$ cat src/rtl/serial_frame_deserializer_if.sv
// Serial-side and parallel-side signals of the frame deserializer.
// The slave modport is the deserializer; the master modport is its environment.
interface serial_frame_deserializer_if #(
    parameter int DATA_WIDTH = 8
);
    logic                  serial_in;
    logic                  bit_en;
    logic [DATA_WIDTH-1:0] data_out;
    logic                  data_valid;
    logic                  data_ready;
    logic                  sync_locked;
    logic                  overflow;

    modport slave (
        input  serial_in, bit_en, data_ready,
        output data_out, data_valid, sync_locked, overflow
    );

    modport master (
        output serial_in, bit_en, data_ready,
        input  data_out, data_valid, sync_locked, overflow
    );
endinterface

$ cat src/rtl/serial_frame_deserializer.sv
// Hunts a serial stream for a sync word, captures the following DATA_WIDTH bits
// and presents them through a one-deep valid/ready output buffer.
module serial_frame_deserializer #(
    parameter int                    SYNC_WIDTH   = 7,
    parameter logic [SYNC_WIDTH-1:0] SYNC_PATTERN = 7'b1111001,
    parameter int                    DATA_WIDTH   = 8,
    parameter bit                    MSB_FIRST    = 1'b1
) (
    input logic                      clk,
    input logic                      reset,
    serial_frame_deserializer_if.slave bus
);
    localparam int FW = $clog2(SYNC_WIDTH + 1);
    localparam int CW = $clog2(DATA_WIDTH);

    typedef enum logic {HUNT, CAPTURE} state_t;

    state_t                r_state, w_state_nx;
    logic [SYNC_WIDTH-1:0] r_hist, w_hist_nx, w_hist_sh;
    logic [FW-1:0]         r_fill, w_fill_nx;
    logic [CW-1:0]         r_cnt, w_cnt_nx;
    logic [DATA_WIDTH-1:0] r_pay, w_pay_nx, w_pay_sh;
    logic [DATA_WIDTH-1:0] r_data_out, w_data_out_nx;
    logic                  r_data_valid, w_data_valid_nx;
    logic                  r_overflow, w_overflow_nx;
    logic                  w_done, w_pop;

    always_ff @(posedge clk) begin
        if (reset) begin
            r_state      <= HUNT;
            r_hist       <= '0;
            r_fill       <= '0;
            r_cnt        <= '0;
            r_pay        <= '0;
            r_data_out   <= '0;
            r_data_valid <= 1'b0;
            r_overflow   <= 1'b0;
        end else begin
            r_state      <= w_state_nx;
            r_hist       <= w_hist_nx;
            r_fill       <= w_fill_nx;
            r_cnt        <= w_cnt_nx;
            r_pay        <= w_pay_nx;
            r_data_out   <= w_data_out_nx;
            r_data_valid <= w_data_valid_nx;
            r_overflow   <= w_overflow_nx;
        end
    end

    always_comb begin
        w_state_nx = r_state;
        w_hist_nx  = r_hist;
        w_fill_nx  = r_fill;
        w_cnt_nx   = r_cnt;
        w_pay_nx   = r_pay;
        w_done     = 1'b0;
        w_hist_sh  = {r_hist[SYNC_WIDTH-2:0], bus.serial_in};
        w_pay_sh   = MSB_FIRST ? {r_pay[DATA_WIDTH-2:0], bus.serial_in}
                               : {bus.serial_in, r_pay[DATA_WIDTH-1:1]};

        if (bus.bit_en) begin
            unique case (r_state)
                HUNT: begin
                    w_hist_nx = w_hist_sh;
                    if (r_fill != FW'(SYNC_WIDTH))
                        w_fill_nx = r_fill + FW'(1);
                    // Fill count guarantees every matched bit arrived since entering HUNT
                    if (r_fill >= FW'(SYNC_WIDTH - 1) && w_hist_sh == SYNC_PATTERN) begin
                        w_state_nx = CAPTURE;
                        w_cnt_nx   = '0;
                        w_pay_nx   = '0;
                    end
                end
                CAPTURE: begin
                    w_pay_nx = w_pay_sh;
                    w_cnt_nx = r_cnt + CW'(1);
                    if (r_cnt == CW'(DATA_WIDTH - 1)) begin
                        w_done     = 1'b1;
                        w_state_nx = HUNT;
                        w_hist_nx  = '0;
                        w_fill_nx  = '0;
                        w_cnt_nx   = '0;
                    end
                end
            endcase
        end
    end

    always_comb begin
        w_pop           = r_data_valid && bus.data_ready;
        w_data_out_nx   = r_data_out;
        w_data_valid_nx = w_pop ? 1'b0 : r_data_valid;
        w_overflow_nx   = 1'b0;
        // A completing word may load into the slot being popped this same edge
        if (w_done) begin
            if (!r_data_valid || bus.data_ready) begin
                w_data_out_nx   = w_pay_sh;
                w_data_valid_nx = 1'b1;
            end else begin
                w_overflow_nx = 1'b1;
            end
        end
    end

    assign bus.data_out    = r_data_out;
    assign bus.data_valid  = r_data_valid;
    assign bus.sync_locked = (r_state == CAPTURE);
    assign bus.overflow    = r_overflow;
endmodule

$ cat src/flat_wrapper.sv
// flat-port wrapper written by rule: the top's interface ports become plain ports
module serial_frame_deserializer_flat 
#(
    parameter int                    SYNC_WIDTH   = 7,
    parameter logic [SYNC_WIDTH-1:0] SYNC_PATTERN = 7'b1111001,
    parameter int                    DATA_WIDTH   = 8,
    parameter bit                    MSB_FIRST    = 1'b1
)
  (clk, reset, bus_serial_in, bus_bit_en, bus_data_ready, bus_data_out, bus_data_valid, bus_sync_locked, bus_overflow);
  serial_frame_deserializer_if #(.DATA_WIDTH(DATA_WIDTH)) bus_i ();
  input logic clk;
  input logic reset;
  input wire logic [$bits(bus_i.serial_in)-1:0] bus_serial_in;
  input wire logic [$bits(bus_i.bit_en)-1:0] bus_bit_en;
  input wire logic [$bits(bus_i.data_ready)-1:0] bus_data_ready;
  output wire logic [$bits(bus_i.data_out)-1:0] bus_data_out;
  output wire logic [$bits(bus_i.data_valid)-1:0] bus_data_valid;
  output wire logic [$bits(bus_i.sync_locked)-1:0] bus_sync_locked;
  output wire logic [$bits(bus_i.overflow)-1:0] bus_overflow;
  assign bus_i.serial_in = bus_serial_in;
  assign bus_i.bit_en = bus_bit_en;
  assign bus_i.data_ready = bus_data_ready;
  assign bus_data_out = bus_i.data_out;
  assign bus_data_valid = bus_i.data_valid;
  assign bus_sync_locked = bus_i.sync_locked;
  assign bus_overflow = bus_i.overflow;
  serial_frame_deserializer #(.SYNC_WIDTH(SYNC_WIDTH), .SYNC_PATTERN(SYNC_PATTERN), .DATA_WIDTH(DATA_WIDTH), .MSB_FIRST(MSB_FIRST)) u_core (.clk(clk), .reset(reset), .bus(bus_i));
endmodule
$ cat config.mk
export PLATFORM = sky130hd
export DESIGN_NAME = serial_frame_deserializer_flat
export DESIGN_NICKNAME = d
export VERILOG_FILES = /design/src/rtl/serial_frame_deserializer_if.sv /design/src/rtl/serial_frame_deserializer.sv /design/src/flat_wrapper.sv
export SDC_FILE = /design/constraint.sdc
export NUM_CORES = 1
export LEC_CHECK = 0
export ABC_AREA = 1
export CAP_MARGIN = 5
export CORE_ASPECT_RATIO = 0.5
export CORE_MARGIN = 2
export CORE_UTILIZATION = 25
export CTS_CLUSTER_SIZE = 14
export DETAILED_ROUTE_END_ITERATION = 16
export GPL_ROUTABILITY_DRIVEN = 0
export GPL_TIMING_DRIVEN = 0
export PLACE_DENSITY = 0.53
export SYNTH_ARGS = -nofsm -noshare
export SYNTH_HDL_FRONTEND = slang
export SYNTH_SLANG_ARGS = --single-unit
$ cat constraint.sdc
create_clock -name clk -period 2.12 [get_ports clk]
set_clock_uncertainty 0.15 [all_clocks]
set_input_delay 0.212 -clock clk [delete_from_list [all_inputs] [get_ports clk]]
set_output_delay 0.212 -clock clk [all_outputs]
set_load 0.02 [all_outputs]
==> flow_metrics.tcl, run 1 <==
set metrics [dict create \
    num_vias 1051 \
    root_buffer "clkbuf_8" \
    synth_area_leaders "dfxtp_1, a21oi_1, nor2_1" \
    wl_per_cell_um 10.8 \
    crit_cells 1 \
    setup_tns_ns 0 \
    reg2reg_depth 7 \
    p_int_uw 920 \
    leakage_uw 0.000596 \
    required_ns 1.76 \
    synth_nets 160 \
    ys_ff_latch 30 \
    die_h_um 53.3 \
    hold_buffers 1 \
    worstSetupPathType "reg2out" \
    run_status "complete, no violations" \
    relSlewSlack_pct 69.1 \
    drt_iter0_drc 44 \
    hold_class "reg2reg" \
    fin_nets 182 \
    worstMarginPinSlew_ns 0.463 \
    yosysTopAreaCell "dfxtp_1" \
    syn_area_um2 1210 \
    antenna_left 0 \
    antenna_cells 0 \
    rows 17 \
    netSwitchingPower_uw 249 \
    reg2reg_to "u_core.bus.data_out[5]$_SDFFE_PP0P_" \
    numCtsBuffers 5 \
    cpPeakStageDelay_ns 0.65 \
    grt_pass1_vias 1006 \
    dp.cells 231 \
    crit_path_end_kind "output port" \
    clock_latency_ns 0.28 \
    rsz0062_at_grt "false" \
    setup_viol 0 \
    cp_top_family "buffers and inverters" \
    dieArea_um2 5470 \
    hold_viol 0 \
    drt_drc_violations_left 0 \
    p_clk_share_pct 46.4 \
    grt_pass1_wl_um 4620 \
    ir_worst_vdd_v 0.000260 \
    p_comb_share_pct 4.3 \
    worstHoldEndpoint "u_core.r_hist[5]$_SDFFE_PP0P_" \
    slew_violations 0 \
    yosysUniqueCellTypes 20 \
    first_pass_iters 4 \
    ys_warn_count 0 \
    stdcell_count 240 \
    ctsResizeCount 0 \
    fin_hold_ws_ns 0.312 \
    avgSynthCellArea_um2 8.05 \
    clkSlewWorstSetupHoldPaths_ns 0.07 \
    cp-start-kind "register" \
    p_per_area_nw_per_um2 750 \
    cap_violations 0 \
    whs_path_depth 2 \
    fin_ws_ns 0.368 \
    wl_um 2600 \
    cp.arrival_ns 1.39 \
    final_util_pct 34.4 \
    clock-sinks 30 \
    cts_max_level 2 \
    crit_chain "clkdlybuf4s50_1" \
    numPortBuffers 14 \
    seqPwrFrac_pct 49.3 \
    post_cts_buffers 0 \
    swShare_pct 21.3 \
    hpwl_um 1810 \
    start_util_pct 26.8 \
    r2r_slack_ns 0.43 \
    die_w_um 103 \
    via_per_inst 4.38 \
    worst_path_max_delay_cell "clkdlybuf4s50_1" \
    grt_start_max_net_pins 11 \
    clockBufferDepth 2 \
    grt_use_total_pct 11.2 \
    area_delta_synth_final_pct 28.2 \
    seq_area_frac_synth_pct 49.4 \
    period_share_pct 82.6 \
    grt_antenna_before_repair 0 \
    pin_count 16 \
    drive_gt1_share_pct 12.6 \
    cts_tree "built" \
    synth_top_area_share_pct 49.4 \
    max_freq_mhz 571 \
    r2r-start "u_core.r_cnt[0]$_SDFFE_PP0P_" \
    coreArea_um2 4530 \
    path_buf_inv 1 \
    overflow 0 \
    cp_max_fo 6 \
    min-delay-start "u_core.r_hist[5]$_SDFFE_PP0P_" \
    period_needed_ns 1.75 \
    post-place-ws_ns 0.377 \
    syn_inst 151 \
]
==> power groups by stage <==
stage                     combinational, uW  clock (uW)  sequential [uW]
after CTS                              50.3         559              576
after global placement                 47.7           0              588
after detailed placement               48.4           0              589
after floorplan                        32.9           0              587
after global routing                   56.6         580              577
final                                  49.9         543              576
==> flip-flops by register name, summed over array words and instances (netlist names) <==
signal	count
u_core.r_cnt	3
u_core.bus.overflow	1
u_core.r_hist	6
u_core.bus.data_out	8
u_core.r_pay	7
u_core.bus.sync_locked	1
u_core.r_fill	3
u_core.bus.data_valid	1
==> synthesized netlist by cell type, drive strengths merged <==
library cell	number
clkbuf	1
a21oi	20
nor2	26
nor3	1
dfxtp	30
nand2	22
buf	6
ha	4
o21ai	14
nand3	18
inv	8
clkinv	1
==> cells in the final DEF, fill, tap and decap left out, types with 2 or more instances in the layout <==
master           Yosys  routed
o21ai_2              2       2
dfxtp_1             30      30
clkdlybuf4s50_1      0      14
nand3_1             17      17
clkbuf_8             0       8
o21ai_0             11      11
inv_2                4       4
nor2_1              25      25
inv_1                4       4
nand2_1             22      22
a21oi_1             20      20
buf_6                3       3
ha_1                 4       4
==> how the worst max path moves through the flow <==
stage	start	to	slack (ns)
2_1_floorplan	u_core.r_cnt[0]$_SDFFE_PP0P_	u_core.bus.data_out[0]$_SDFFE_PP0P_	0.63
3_3_place_gp	bus_bit_en	u_core.r_cnt[0]$_SDFFE_PP0P_	0.38
3_5_place_dp	bus_bit_en	u_core.r_cnt[0]$_SDFFE_PP0P_	0.38
4_1_cts	u_core.bus.sync_locked$_SDFFE_PP0P_	bus_sync_locked	0.35
5_1_grt	u_core.r_cnt[0]$_SDFFE_PP0P_	u_core.bus.data_out[5]$_SDFFE_PP0P_	0.24
6_report	u_core.bus.sync_locked$_SDFFE_PP0P_	bus_sync_locked	0.37
==> layer usage <==
metal	vias up	global-route usage [%]	part of all wire, %	wire [um]
met5	-	0	0	0
met4	0	6.00	1.5	40
met3	5	3.17	2.3	61
met2	12	16.8	42	1110
met1	490	14.7	54	1400
li1	544	-	-	-
==> cell families after synthesis <==
| kind of cell | Yosys count | share of synthesized area [%] |
|---|---|---|
| buffers and inverters | 16 | 7.21 |
| adder cells (fa/ha/maj) | 4 | 4.12 |
| flip-flops | 30 | 49.4 |
| AO/OA/AOI/OAI | 34 | 15.6 |
| AND/OR/NAND/NOR | 67 | 23.7 |
==> metrics by stage <==
step	power (uW)	instance area, um2
after global routing	1210	1560
after detailed placement	637	1440
after CTS	1190	1560
after floorplan	620	1210
after global placement	636	1440
final	1170	1560
==> final cells by class <==
class | count | area, um2
Clock buffer | 8 | 110
Multi-Input combinational cell | 105 | 527
Fill cell | 478 | 2970
Sequential cell | 30 | 601
Buffer | 7 | 53.8
Inverter | 9 | 33.8
Tap cell | 66 | 82.6
Timing Repair Buffer | 15 | 150
Power figures use the tool's default switching activity.
==> inputs of run 2 (changes only) <==
Settings changed: PLACE_DENSITY 0.53 to 0.55.
Clock period 2.12 ns to 1.4 ns, I/O delays scaled along.
==> run 2 against run 1 <==
  * The flow now finishes with violations (negative setup slack)
  * Cell area is 6.4% higher
  * Critical path depth is 7 higher
  * Core utilization is 2.2 points higher
  * Register-to-register slack worse by 0.47 ns
  * Hold slack worse by 0.23 ns
  * Sequential cell count stayed put
  * Die area stayed put
  * Highest routed layer unchanged
  * Combinational power is 82% higher
  * Via count is 1.1% higher
==> flow_metrics.tcl, run 2 (synthesis results as in run 1) <==
set metrics [dict create \
    run_status "finished with violations" \
    violations "negative setup slack" \
    cts_max_level 2 \
    worstSetupPathType "reg2reg" \
    design_area_um2 1660 \
    relSlewSlack_pct 66.4 \
    fin_hold_ws_ns 0.0851 \
    rows 17 \
    grt_use_total_pct 11.6 \
    start_util_pct 26.8 \
    wl_per_cell_um 11.5 \
    coreArea_um2 4530 \
    grt_start_max_net_pins 11 \
    hold_class "in2reg" \
    clockBufferDepth 2 \
    numPortBuffers 14 \
    drive_gt1_share_pct 24.2 \
    hpwl_um 1830 \
    period_needed_ns 1.44 \
    largest_reg_flops 8 \
    clock_latency_ns 0.28 \
    fillCellCount 465 \
    setup_viol 10 \
    ir_worst_vdd_v 0.000305 \
    cts_tree "built" \
    mostFrequentLayoutCell "dfxtp_1" \
    via_per_inst 4.36 \
    clkSlewWorstSetupHoldPaths_ns 0.06 \
    grt_pass1_wl_um 4590 \
    wl_um 2800 \
    required_ns 1.42 \
    leakage_uw 0.000666 \
    cp.arrival_ns 1.46 \
    multi_input_area_um2 618 \
    drt_drc_violations_left 0 \
    die_h_um 53.3 \
    cp-start-kind "register" \
    num_vias 1063 \
    setup_tns_ns -0.152 \
    rsz0062_at_grt "true" \
    power.total_uw 1600 \
    pin_count 16 \
    cap_violations 0 \
    first_pass_iters 4 \
    period_share_pct 103 \
    clock-sinks 30 \
    dp.cells 231 \
    die_w_um 103 \
    reg2reg_depth 8 \
    slew_violations 0 \
    antenna_left 0 \
    dieArea_um2 5470 \
    stdcell_count 244 \
    whs_path_depth 3 \
    fin_ws_ns -0.0404 \
    antenna_cells 0 \
    crit_path_end_kind "register" \
    hold_viol 0 \
    grt_antenna_before_repair 0 \
    drt_iter0_drc 42 \
    place_area_um2 1470 \
    numCtsBuffers 5 \
    worstMarginPinSlew_ns 0.505 \
    grt_pass1_vias 956 \
    root_buffer "clkbuf_8" \
    fin_nets 187 \
    final_cell_mix "dfxtp_1, nor2_1, nand2_1, nand3_1, a21oi_1" \
    overflow 0 \
    area_delta_synth_final_pct 36.5 \
    seq_area_um2 607 \
    p_per_area_nw_per_um2 964 \
    max_freq_mhz 694 \
    cp_max_fo 4 \
]
==> run 2: changes by cell type in the layout (fill, tap and decap cells not counted), moves of 3 or more <==
cell             change
a21oi_2              +4
clkdlybuf4s50_1     -13
dlygate4sd2_1       +12
ha_1                 -4
nor2_1               -4
dfxtp_2              +5
nor2_2               +5
dfxtp_1              -5
clkbuf_8             -3
ha_4                 +3
a21oi_1              -4
==> run 2: area by class of cell <==
class                   count  share of cell area [%]
plain buffers               7                    3.25
clock buffers               7                    4.60
inverters                   9                    2.26
multi-input cells         106                    37.3
flip-flops and latches     30                    36.6
well taps                  66                    4.98
repair buffers             19                    11.0
==> run 2: path summary, 6_finish.rpt <==
kind,start,to,slack [ns]
worst max-delay path,u_core.r_cnt[1]$_SDFFE_PP0P_,u_core.r_fill[2]$_SDFFE_PP0P_,-0.04
worst min-delay path,bus_serial_in,u_core.bus.data_out[0]$_SDFFE_PP0P_,0.09
worst max register to register,u_core.r_cnt[1]$_SDFFE_PP0P_,u_core.r_fill[2]$_SDFFE_PP0P_,-0.04
worst min register to register,u_core.r_cnt[0]$_SDFFE_PP0P_,u_core.r_cnt[0]$_SDFFE_PP0P_,0.30
==> run 2: where the power goes <==
group	internal (uW)	leakage (uW)	switching [uW]
Sequential	866	0.000245	10.0
Combinational	40.6	0.000383	50.3
Clock	341	0.0000383	291
==> run 2: timing repair <==
action                                  4_1_cts  5_1_grt
hold endpoints to repair                      7        0
pin swaps                                     5        6
setup buffers                                 2        1
gates cloned                                  1        0
resized for setup                            21       12
hold buffers                                  2        0
endpoints found under the setup margin       25       25
==> run 2: critical path, stage by stage, from the launching register on <==
cell	delay, ns
dfxtp_2	0.35
ha_4	0.14
ha_4	0.13
nand3_4	0.11
buf_12	0.16
o21ai_4	0.07
inv_2	0.08
a21oi_2	0.10
nor2_1	0.04
==> run 2: per-stage QoR <==
step	utilization [%]	setup slack, ns
6_report	36.6	-0.0404
5_1_grt	36.6	-0.127
4_1_cts	35.2	-0.0247
3_5_place_dp	32.5	-0.322
3_3_place_gp	32.5	-0.321
2_1_floorplan	-	0.0112
==> run 2: layer usage <==
| metal | global-route usage, % | vias to the layer above | share of wire (%) |
|---|---|---|---|
| met1 | 15.4 | 483 | 52 |
| met2 | 16.2 | 19 | 43 |
| li1 | - | 553 | - |
| met5 | 0 | - | 0 |
| met3 | 3.30 | 8 | 3.2 |
| met4 | 7.33 | 0 | 1.9 |
==> inputs of run 3 (changes only) <==
Settings changed: CORE_MARGIN 2 to unset, GPL_ROUTABILITY_DRIVEN 0 to unset.
==> run 3 against run 2 <==
  * The run still ends with negative setup slack left
  * Sequential share of layout area rose by 0.22 points
  * Setup slack improved by 0.024 ns
  * Register-to-register slack improved by 0.02 ns
  * First-iteration DRC count rose by 21%
  * Global-route usage rose by 0.23 points
  * Core utilization fell by 0.22 points
  * Clock power rose by 14%
  * Combinational power fell by 4.7%
  * Non-clock buffer count rose by 2
  * Critical path depth fell by 2
  * Cell area fell by 0.60%
  * Critical endpoint is now u_core.r_fill[1]$_SDFFE_PP0P_
  * Largest cell class is now flip-flops and latches
  * Highest routed layer unchanged
==> flow_metrics.tcl, run 3 (synthesis results as in run 1) <==
set metrics [dict create \
    hpwl_um 1780 \
    ir_worst_vdd_v 0.000297 \
    swShare_pct 22.8 \
    power.total_uw 1680 \
    numCtsBuffers 5 \
    start_util_pct 26.8 \
    clkSlewWorstSetupHoldPaths_ns 0.06 \
    first_pass_iters 4 \
    p_comb_share_pct 5.1 \
    netSwitchingPower_uw 383 \
    fin_nets 189 \
    leakage_uw 0.000673 \
    drive_gt1_share_pct 22.1 \
    crit_path_end_kind "register" \
    largest_reg_flops 8 \
    setup_viol 3 \
    cp.arrival_ns 1.44 \
    place_area_um2 1470 \
    p_int_uw 1300 \
    grt_use_total_pct 11.8 \
    grt_pass1_vias 930 \
    cts_max_level 2 \
    run_status "finished with violations" \
    p_per_area_nw_per_um2 1020 \
    rows 17 \
    cts_tree "built" \
    antenna_left 0 \
    final_cell_mix "dfxtp_1, nand2_1, nor2_1, a21oi_1, nand3_1" \
    cap_violations 0 \
    overflow 0 \
    clockBufferDepth 2 \
    drt_iter0_drc 51 \
    design_area_um2 1650 \
    clock_latency_ns 0.29 \
    root_buffer "clkbuf_8" \
    violations "negative setup slack" \
    relSlewSlack_pct 65.5 \
    fillCellCount 461 \
    numPortBuffers 14 \
    wl_per_cell_um 11.3 \
    grt_pass1_wl_um 4490 \
    via_per_inst 4.45 \
    gp_congestion 0.716 \
    pin_count 16 \
    worstSetupPathType "reg2reg" \
    area_delta_synth_final_pct 35.6 \
    fin_ws_ns -0.0166 \
    period_needed_ns 1.42 \
    num_vias 1099 \
    cp-start-kind "register" \
    mostFrequentLayoutCell "dfxtp_1" \
    coreArea_um2 4530 \
    wl_um 2800 \
    p_clk_share_pct 42.9 \
    period_share_pct 101 \
    die_w_um 101 \
    grt_antenna_before_repair 0 \
    die_h_um 51.3 \
    hold_viol 0 \
    drt_drc_violations_left 0 \
    hold_class "in2reg" \
    dp.cells 231 \
    clock-sinks 30 \
    antenna_cells 0 \
    stdcell_count 247 \
    worstMarginPinSlew_ns 0.518 \
    required_ns 1.42 \
    slew_violations 0 \
    max_freq_mhz 706 \
    seqPwrFrac_pct 51.9 \
    cp_max_fo 4 \
    rsz0062_at_grt "true" \
    dieArea_um2 5160 \
    grt_start_max_net_pins 11 \
]
==> run 3: changes by cell type in the layout (fill, tap and decap cells not counted), sizes merged <==
cell	previous run	this run
clkbuf	8	9
clkinv	1	2
dlygate4sd3	2	3
==> run 3: cell type report <==
cell class	instances	area (um2)	share of cell area [%]
timing repair buffer	21	188	11.4
tap	66	82.6	5.01
buffer	7	56.3	3.42
sequential	30	607	36.8
clock inverter	1	5.00	0.304
inverter	9	36.3	2.20
clock buffer	7	86.3	5.24
multi-input combinational	106	587	35.6
==> run 3: what timing repair did <==
| action | in CTS | in global routing |
|---|---|---|
| pin swaps | 7 | 1 |
| endpoints found under the hold margin | 7 | 0 |
| endpoints found under the setup margin | 23 | 25 |
| setup buffers | 3 | 1 |
| hold buffers | 3 | 0 |
| resized for setup | 19 | 6 |
| gates cloned | 1 | 0 |
==> run 3: critical path, cell delays in order (launching register included) <==
cell and delay (ns):
dfxtp_2 0.33, ha_1 0.20, ha_2 0.17, o21ai_2 0.20, inv_2 0.08, a21oi_1 0.12, nor2_1 0.05
==> run 3: per-stage QoR <==
stage	util, %	hold slack, ns	setup slack (ns)	setup TNS (ns)
finish	36.4	0.00598	-0.0166	-0.0240
detailed placement	32.5	0.205	-0.310	-5.48
CTS	35.8	0.00581	-0.0139	-0.0270
floorplan	-	0.119	0.0112	0
global placement	32.5	0.204	-0.327	-5.61
global route	36.4	0.0260	-0.115	-1.13
==> run 3: worst paths after layout <==
| kind | start | to | slack (ns) | depth (start not counted) |
|---|---|---|---|---|
| setup / recovery | u_core.r_fill[0]$_SDFFE_PP0P_ | u_core.r_fill[1]$_SDFFE_PP0P_ | -0.02 | 6 |
| hold / removal | reset | u_core.r_fill[2]$_SDFFE_PP0P_ | 0.006 | 4 |
| setup reg to reg | u_core.r_fill[0]$_SDFFE_PP0P_ | u_core.r_fill[1]$_SDFFE_PP0P_ | -0.02 | 6 |
| hold reg to reg | u_core.r_hist[5]$_SDFFE_PP0P_ | u_core.r_hist[5]$_SDFFE_PP0P_ | 0.33 | 2 |
==> run 3: routing by layer <==
layer | track usage, % | wire length, um
met4 | 7.97 | 49
met1 | 16.1 | 1380
met2 | 16.0 | 1260
met5 | 0 | 0
met3 | 3.42 | 108
==> run 3: power by group through the flow <==
stage / sequential [uW] / combinational (uW) / clock [uW]
after global routing: 874 / 95.2 / 773
final: 874 / 86.6 / 723
after floorplan: 889 / 49.9 / 0
after global placement: 891 / 73.1 / 0
after detailed placement: 892 / 74.1 / 0
after CTS: 873 / 80.7 / 748
